--- config.mk ---
export PLATFORM = sky130hd
export DESIGN_NAME = mips32_prog_loader
export DESIGN_NICKNAME = d
export VERILOG_FILES = /design/src/rtl/mips32_pkg.sv /design/src/rtl/mips32_run_watchdog.sv /design/src/rtl/mips32_prog_loader.sv
export SDC_FILE = /design/constraint.sdc
export NUM_CORES = 1
export LEC_CHECK = 0
export ABC_CLOCK_PERIOD_IN_PS = 4100
export CORE_UTILIZATION = 45
export CTS_CLUSTER_DIAMETER = 200
export DETAILED_ROUTE_END_ITERATION = 7
export PLACE_DENSITY = 0.72
export SKIP_LAST_GASP = 1
export SLEW_MARGIN = 20
export SYNTH_ARGS = -nofsm -noshare
export SYNTH_HDL_FRONTEND = slang
export SYNTH_SLANG_ARGS = --single-unit
--- constraint.sdc ---
create_clock -name clk1 -period 4.1 [get_ports clk1]
set_input_delay 1.025 -clock clk1 [delete_from_list [all_inputs] [get_ports clk1]]
set_output_delay 1.025 -clock clk1 [all_outputs]
set_load 0.02 [all_outputs]
--- src/rtl/mips32_pkg.sv ---
// Shared constants for the MIPS32 boot path: halt word, opcodes and loader states.
// No logic; imported by the loader and its watchdog.
package mips32_pkg;

    localparam logic [31:0] HLT_WORD = 32'hfc000000;

    localparam logic [5:0] OP_ADD  = 6'h00;
    localparam logic [5:0] OP_OR   = 6'h03;
    localparam logic [5:0] OP_ADDI = 6'h0a;
    localparam logic [5:0] OP_HLT  = 6'h3f;

    typedef enum logic [2:0] {
        ST_LOAD = 3'd0,
        ST_PAD  = 3'd1,
        ST_RUN  = 3'd2,
        ST_DONE = 3'd3,
        ST_ERR  = 3'd4
    } ldr_state_t;

endpackage

--- src/rtl/mips32_run_watchdog.sv ---
// Counts cycles spent in RUN and flags the last permitted cycle.
// Zero-latency timeout flag; clr has priority over en, no backpressure.
module mips32_run_watchdog
    import mips32_pkg::*;
#(
    parameter int TIMEOUT_CYCLES = 4096
) (
    input  logic clk1,
    input  logic rst_n,
    input  logic clr,
    input  logic en,
    output logic timeout
);

    localparam int CNT_W = $clog2(TIMEOUT_CYCLES + 1);
    localparam logic [CNT_W-1:0] LAST = CNT_W'(TIMEOUT_CYCLES - 1);

    logic [CNT_W-1:0] count;

    always_ff @(posedge clk1 or negedge rst_n) begin
        if (!rst_n) begin
            count <= '0;
        end else if (clr) begin
            count <= '0;
        end else if (en) begin
            count <= count + 1'b1;
        end
    end

    assign timeout = en && (count == LAST);

endmodule

--- src/rtl/mips32_prog_loader.sv ---
// Streams a program into core memory from address 0, forces a trailing HLT, then
// releases the core and watches HALTED. Writes land one cycle after acceptance;
// s_ready is registered and low outside LOAD or once memory is full.
module mips32_prog_loader #(
    parameter int          ADDR_W         = 10,
    parameter int          MAX_WORDS      = 1024,
    parameter int          TIMEOUT_CYCLES = 4096,
    parameter logic [31:0] HLT_WORD       = mips32_pkg::HLT_WORD
) (
    input  logic              clk1,
    input  logic              rst_n,
    input  logic              start,
    input  logic              s_valid,
    output logic              s_ready,
    input  logic [31:0]       s_data,
    input  logic              s_last,
    output logic              mem_we,
    output logic [ADDR_W-1:0] mem_addr,
    output logic [31:0]       mem_wdata,
    output logic              core_rst_n,
    input  logic              core_halted,
    output logic [ADDR_W:0]   word_count,
    output logic              done,
    output logic              error
);
    import mips32_pkg::*;

    localparam logic [ADDR_W:0] CAP = (ADDR_W + 1)'(MAX_WORDS);

    ldr_state_t      state;
    logic [ADDR_W:0] addr;
    logic [ADDR_W:0] addr_inc;
    logic            accept;
    logic            in_cap;
    logic            timeout;

    assign accept   = s_valid && s_ready;
    assign addr_inc = addr + 1'b1;
    assign in_cap   = addr < CAP;

    mips32_run_watchdog #(
        .TIMEOUT_CYCLES(TIMEOUT_CYCLES)
    ) u_watchdog (
        .clk1    (clk1),
        .rst_n   (rst_n),
        .clr     (state != ST_RUN),
        .en      (state == ST_RUN),
        .timeout (timeout)
    );

    // The write strobe trails acceptance by one cycle, so the final word's
    // write coincides with the first RUN cycle and completes on that edge.
    always_ff @(posedge clk1 or negedge rst_n) begin
        if (!rst_n) begin
            state      <= ST_LOAD;
            addr       <= '0;
            word_count <= '0;
            mem_we     <= 1'b0;
            mem_addr   <= '0;
            mem_wdata  <= '0;
            s_ready    <= 1'b0;
        end else begin
            mem_we  <= 1'b0;
            s_ready <= 1'b0;
            case (state)
                ST_LOAD: begin
                    if (accept) begin
                        mem_we     <= 1'b1;
                        mem_addr   <= addr[ADDR_W-1:0];
                        mem_wdata  <= s_data;
                        addr       <= addr_inc;
                        word_count <= word_count + 1'b1;
                        if (s_last) begin
                            state <= (s_data == HLT_WORD) ? ST_RUN : ST_PAD;
                        end else begin
                            s_ready <= addr_inc < CAP;
                        end
                    end else if (!in_cap) begin
                        state <= ST_ERR;
                    end else begin
                        s_ready <= 1'b1;
                    end
                end
                ST_PAD: begin
                    if (in_cap) begin
                        mem_we     <= 1'b1;
                        mem_addr   <= addr[ADDR_W-1:0];
                        mem_wdata  <= HLT_WORD;
                        addr       <= addr_inc;
                        word_count <= word_count + 1'b1;
                        state      <= ST_RUN;
                    end else begin
                        state <= ST_ERR;
                    end
                end
                ST_RUN: begin
                    if (core_halted) begin
                        state <= ST_DONE;
                    end else if (timeout) begin
                        state <= ST_ERR;
                    end
                end
                ST_DONE, ST_ERR: begin
                    if (start) begin
                        state      <= ST_LOAD;
                        addr       <= '0;
                        word_count <= '0;
                    end
                end
                default: state <= ST_LOAD;
            endcase
        end
    end

    // DONE keeps the core out of reset so its register file stays readable.
    assign core_rst_n = (state == ST_RUN) || (state == ST_DONE);
    assign done       = (state == ST_DONE);
    assign error      = (state == ST_ERR);

endmodule

* Word level (Yosys, flattened, before mapping)
Cells that the tools add are included.
** Storage, ports and cells
- Bits in registers :: 82
- Bits of input ports :: 38
- Output and inout bits :: 58
- Word-level logic and storage cells :: 67
** Cells by class
- Add/subtract/negate cells :: 3
- Order comparisons :: 2
- Equal/unequal tests :: 13
- Mux-type cells :: 30
- Reduce and logical (&&, ||, !) cells :: 11
** Operators by type and width (number)
- $pmux W11 S3 :: 2
- $mux W32 :: 2
- $pmux W32 S2 :: 1
- $mux W11 :: 5
- $eq A32 B32 Y1 const B :: 1
- $mux W13 :: 2
- $add A11 B1 Y11 const B :: 2
- $lt A11 B11 Y1 const B :: 2
- $mux W3 :: 7
- $mux W10 :: 2
- $pmux W10 S2 :: 1
- $add A13 B1 Y13 const B :: 1
- $eq A13 B12 Y1 const B :: 1
- $pmux W3 S4 :: 1
- $ne A3 B3 Y1 const B :: 3
- $reduce_and A4 Y1 :: 2
- $eq A3 B2 Y1 const B :: 2
- $ne A2 B2 Y1 const B :: 3
- $mux W1 :: 5
- $reduce_bool A2 Y1 :: 2
- $eq A3 B1 Y1 const B :: 1
- $eq A3 B3 Y1 const B :: 1
- $logic_not A3 Y1 :: 1
- $ne A3 B2 Y1 const B :: 1
- 7 further kinds :: 8

* Longest topological paths before layout
- Word-level depth :: 5
- Mapped depth :: 8
- Gate-level depth less buffers :: 7

* By module
From an unflattened synthesis, not the netlist that was laid out.
** Second synthesis, totals
- Cells, all modules :: 351
- Area total of the unflattened synthesis :: 3761.1 sq um
** By module, submodules not included
- mips32_prog_loader :: instances 1, cells an instance 288, area each 3114.2 sq um, sequential area each 1726.7 sq um
- mips32_run_watchdog :: instances 1, cells an instance 63, area each 646.9 sq um, sequential area each 325.3 sq um

* Least setup slack after synthesis
OpenSTA, ideal clock, no wires.
- Path type :: input port to flip-flop
- Start point :: input port s_data[25]
- End point :: register state[0]
- Library setup time :: 121 ps
- Arrival time :: 2080 ps
- Data required time :: 3979 ps
- Path slack :: 1899 ps
- Stages on the path :: 5
- Buffers on the path :: 0
- Cells stage by stage :: or4b_1 nor4_1 nor2_1 a21oi_1 o21ai_1
** On the way
- Cells in the longest elaborated chain, start to end :: 5
** Ends and longest elaborated chain
- start, declared :: line mips32_prog_loader.sv:15 : input logic [31:0] s_data,
- $eq A32 B32 Y1 :: line mips32_prog_loader.sv:74 : state <= (s_data == HLT_WORD) ? ST_RUN : ST_PAD;
- $mux W2 :: line mips32_prog_loader.sv:74
- $mux W3 :: line mips32_prog_loader.sv:73 : if (s_last) begin
- $mux W3 :: line mips32_prog_loader.sv:67 : if (accept) begin
- $pmux W3 S4 :: line mips32_prog_loader.sv:65 : case (state)
- end signal, assigned :: line mips32_prog_loader.sv:74
- end, declared :: line mips32_prog_loader.sv:30 : ldr_state_t state;
Every way passes these cells. The select of a mux whose other input is x is not followed.
A chain may end at the register's enable or synchronous reset.

* Final worst setup path
- Start point :: register state[0]
- End point :: output port error
** On the way
- Cells in the longest elaborated chain, start to end :: 1
** Ends and longest elaborated chain
- $eq A3 B3 Y1 :: line mips32_prog_loader.sv:118 : assign error = (state == ST_ERR);
- end, declared :: line mips32_prog_loader.sv:24 : output logic error
Every way passes these cells.

==> out/results.txt <==
The count of mapped cells out of synthesis was 348. The slew at the pin closest to its max-slew limit is 0.7429 ns. The cell at the root of the clock tree was clkbuf_8.

For this run the aggregate overflow at the end of global routing stands at 0. The areal power density over the cells is 664.6 nW/µm², and the sequential cell area is 2052 µm². The overall power of the completed layout is 0.003246 W.

The fraction of power spent switching nets is 38.91%. Entering global routing, the biggest net connects 83 pins. After clock tree synthesis, the clock-pin slew on the worst setup and hold paths is 0.08 ns. After Yosys synthesis, and, or, nand and nor cells account for 19.82% of the synthesized area.

Detailed placement ended at an HPWL of 5.629 mm. The largest fanout on the critical path is 15. STA puts the critical path data arrival time at 2.02 ns. Following the worst setup path forward leads to its endpoint at error. Buffers inserted during clock tree synthesis total 9. The final count of pins violating max slew is 0, and the detail-routed net length per standard cell is 15.37 µm. Of the total power, registers draw 37.9%. The layout cell share with drive strength beyond 1 was 5.430%.

Multi-input logic area: 1520 µm². After filler insertion, the fill cell instance count of the layout stands at 637. After layout, the minimum clock period comes to 3.043 ns. The tools report the total number of vias as 2956.

The floorplan step set the die width to 92.52 µm. The logs give 96 for the I/O pin count and 2898 for the number of global-route vias before repair. The internal power of the cells totals 0.001983 W. The start of the worst register-to-register path was state[0]. In this run the worst setup path begins at state[0].

In this run the critical register-to-register path is captured at word_count[9]. Summed over all cells, the static leakage comes to 2.101 nW. In this run the deepest clock path goes through 2 buffers. The run gives 0 as the antenna diode instance count. The min-delay analysis places its worst path in the category reg2reg. For the net count after synthesis, the log shows 389. For this run, the leading register cell type out of synthesis is dfrtp_1. The share of power burned in the clock network is 18.4%.

The tightest hold path in the finished design has a slack of 0.4806 ns. Setup violations remaining at the end of the flow were counted as 0. Combinational logic is responsible for 43.7% of the overall power. The overall die height was 92.52 µm; the xor-xnor portion of the synthesized cell area was 5.226%. The flow ran to the end, and the final reports show no timing, DRC or antenna violations.

Setup repair after global routing left no endpoint under its margin. Summing the areas of all fa, ha and maj instances in the mapped netlist gives 1.018% of the synthesized area. At the end of routability-driven placement, the weighted congestion stood at 0.7573. For this run, the number of Yosys warnings is 0. After the last flow step, the layout net total stands at 478.

The count of buffers from port buffering is 95. Summing every instance area after synthesis gives 3687 µm². The critical path goes through nor2_1 -> nand2_1 -> inv_1 -> clkdlybuf4s50_1. The final core utilization was 62.55%. The synthesized design contains 82 register bits. The tools report the overall track demand over capacity in global routing as 20.82%. The total setup buffers inserted after CTS is 0. The largest single stage delay on the critical path is 0.60 ns. Total clock sinks: 82. The core outline area is 7807 µm², and the ratio of final minimum period to clock period is 74.22%. The H-tree generated during clock tree synthesis spans 3 levels. Measured against its own limit, the worst slew margin works out to 50.47%.

Compared with the post-synthesis result, the final layout area differs by 32.44%. The portion of netlist area occupied by mux cells is 0.5769%, and the number of endpoints with negative hold slack in the final report is 0. The run gives 1.70 ns as the minimum setup slack among reg-to-reg paths. The number of antenna violations at the first check in global routing was 0. The count of hold buffers inserted by post-cts repair was 0.

The total detailed-routing wirelength was 8.359 mm. Sequential cells were found to cover 55.65% of the synthesized design area. The async set-reset flop share out of synthesis came out at 100.0%. The type of destination of the critical path was a primary output.

STA classifies the critical path startpoint as a register. The worst voltage drop across the vdd grid is 0.3350 mV, and the count of different cell masters after synthesis is 48. For the final antenna-violating net count, the log shows 0.

Dividing the detail-routed via count by the number of cells gives 5.434. By area, the combinational part of the netlist is dominated by simple AND/OR/NAND/NOR gates. Critical path start-end classification: reg2out.

For the worst-skew pair later-pin latency, the log shows 0.35 ns. For the worst flop-to-flop path, the logic depth is 6. TritonCTS built the clock tree. The synthesized-area fraction occupied by ao, oa, aoi and oai cells was 14.59%. Adding up every negative setup slack in the final design gives 0 ns. On the final layout, the worst clock skew is 0.01148 ns. The die covers 8560 µm². The detailed router's first-iteration violation count is 144.

The logs give 0 for the DRC violation count after routing and 32 for the number of rows in the core area. Average cell area after synthesis: 10.60 µm². The slowest stage of the critical path belongs to the cell clkdlybuf4s50_1. The tools report the effective utilization at floorplan as 47.23%. The wire length of the first global-routing pass was 13.96 mm; the total of max-cap violations was 0. For this run, the detailed router's first-pass iteration total came to 4. In this run, post-CTS repair resized a total of 0 instances. Based on the critical path, the design can be clocked at up to 328.6 MHz.

Counting flops with a built-in enable in the synthesized netlist gives 0. For the total net switching power, the log shows 0.001263 W. For the worst path required time, the log shows 3.07 ns.
==> power by group through the flow <==
stage	registers, W	logic [W]	clock network, W
final	0.00123	0.00142	0.000597
after global routing	0.00126	0.00153	0.000647
after CTS	0.00123	0.00143	0.000614
after detailed placement	0.00123	0.00143	0
after global placement	0.00124	0.00140	0
after floorplan	0.00139	0.000699	0
==> cell usage after synthesis, drive strengths merged, types with 2 or more instances <==
library cell,instances,area (µm²)
ha,3,37.54
xor2,18,157.7
or4b,2,20.02
nand2,47,176.4
a22o,28,245.2
o22ai,2,12.51
o2111ai,5,43.79
nor2,38,145.1
dfrtp,82,2052
nand3,7,40.04
a21oi,8,43.79
or3,5,31.28
nor4b,2,17.52
xnor2,4,35.03
nor3,3,15.01
o21ai,20,100.1
nand4,7,43.79
o22a,6,52.55
inv,2,7.510
and4,6,52.55
and2,3,18.77
and3,7,43.79
buf,8,62.55
nand2b,2,12.51
nor4,9,77.57
clkbuf,11,41.29
==> cell families after synthesis <==
kind of cell | count (synthesis)
xor+xnor | 22
flops | 82
buf+inv | 22
mux | 2
fa+ha+maj | 3
simple gates | 143
compound gates | 74
==> cell usage in the layout, fill, tap and decap left out, types with 2 or more instances in the layout <==
| master | instances |
|---|---|
| clkdlybuf4s50_1 | 94 |
| dfrtp_1 | 82 |
| nand2_1 | 47 |
| nor2_1 | 37 |
| a22o_1 | 28 |
| xor2_1 | 18 |
| o21ai_0 | 17 |
| clkbuf_8 | 11 |
| nand4_1 | 7 |
| a21oi_1 | 7 |
| and3_1 | 7 |
| nor4_1 | 7 |
| and4_1 | 6 |
| nand3_1 | 6 |
| o22a_1 | 6 |
| or3_1 | 5 |
| o2111ai_1 | 5 |
| xnor2_1 | 4 |
| and2_1 | 3 |
| nor3_1 | 3 |
| o21ai_1 | 3 |
| ha_1 | 3 |
| nand2b_1 | 2 |
| inv_1 | 2 |
| nor4b_1 | 2 |
| o22ai_1 | 2 |
| or4b_1 | 2 |
| clkinvlp_4 | 2 |
| buf_4 | 2 |
==> critical path: cells and delay by family, from the launching register on <==
kind	cells	cell delay, ns
AND/OR/NAND/NOR	2	0.40
buffers and inverters	2	0.71
flip-flops	1	0.56
==> how the worst min path moves through the flow <==
stage,from,end,slack [ns],cells past startpoint
2_1_floorplan,u_watchdog.count[0],u_watchdog.count[0],0.45,1
3_3_place_gp,mem_addr[4],mem_addr[4],0.46,2
3_5_place_dp,mem_addr[5],mem_addr[5],0.47,2
4_1_cts,mem_addr[5],mem_addr[5],0.49,2
5_1_grt,u_watchdog.count[0],u_watchdog.count[0],0.51,1
6_report,mem_addr[5],mem_addr[5],0.48,2
==> per-layer routing <==
| metal | vias to the layer above | GRT usage (%) | wire length (µm) |
|---|---|---|---|
| met1 | 1438 | 29.03 | 4013 |
| met3 | 14 | 6.240 | 562 |
| met4 | 0 | 8.333 | 133 |
| met5 | - | 0 | 0 |
| met2 | 85 | 30.31 | 3650 |
| li1 | 1419 | - | - |
==> metrics by stage <==
| stage | instances | worst slack, ns | cell area, µm² |
|---|---|---|---|
| global route | 544 | 0.9361 | 4883 |
| global placement | 528 | 0.9308 | 4674 |
| CTS | 544 | 1.063 | 4880 |
| detailed placement | 528 | 0.8423 | 4674 |
| floorplan | 348 | 1.899 | 3687 |
| finish | 544 | 1.057 | 4883 |
==> state kept, by name (all words and copies together), names as in the netlist <==
register,cells
addr,11
mem_addr,10
mem_wdata,32
mem_we,1
s_ready,1
state,3
u_watchdog.count,13
word_count,11
==> final cells by class <==
class                      count  share of cell area, %
clock inverter                 4                  1.025
clock buffer                  12                  3.177
inverter                       3                 0.2306
tap                          102                  2.613
multi-input combinational    244                  31.13
timing repair buffer          97                  19.81
sequential                    82                  42.02
Power figures use the tool's default switching activity.
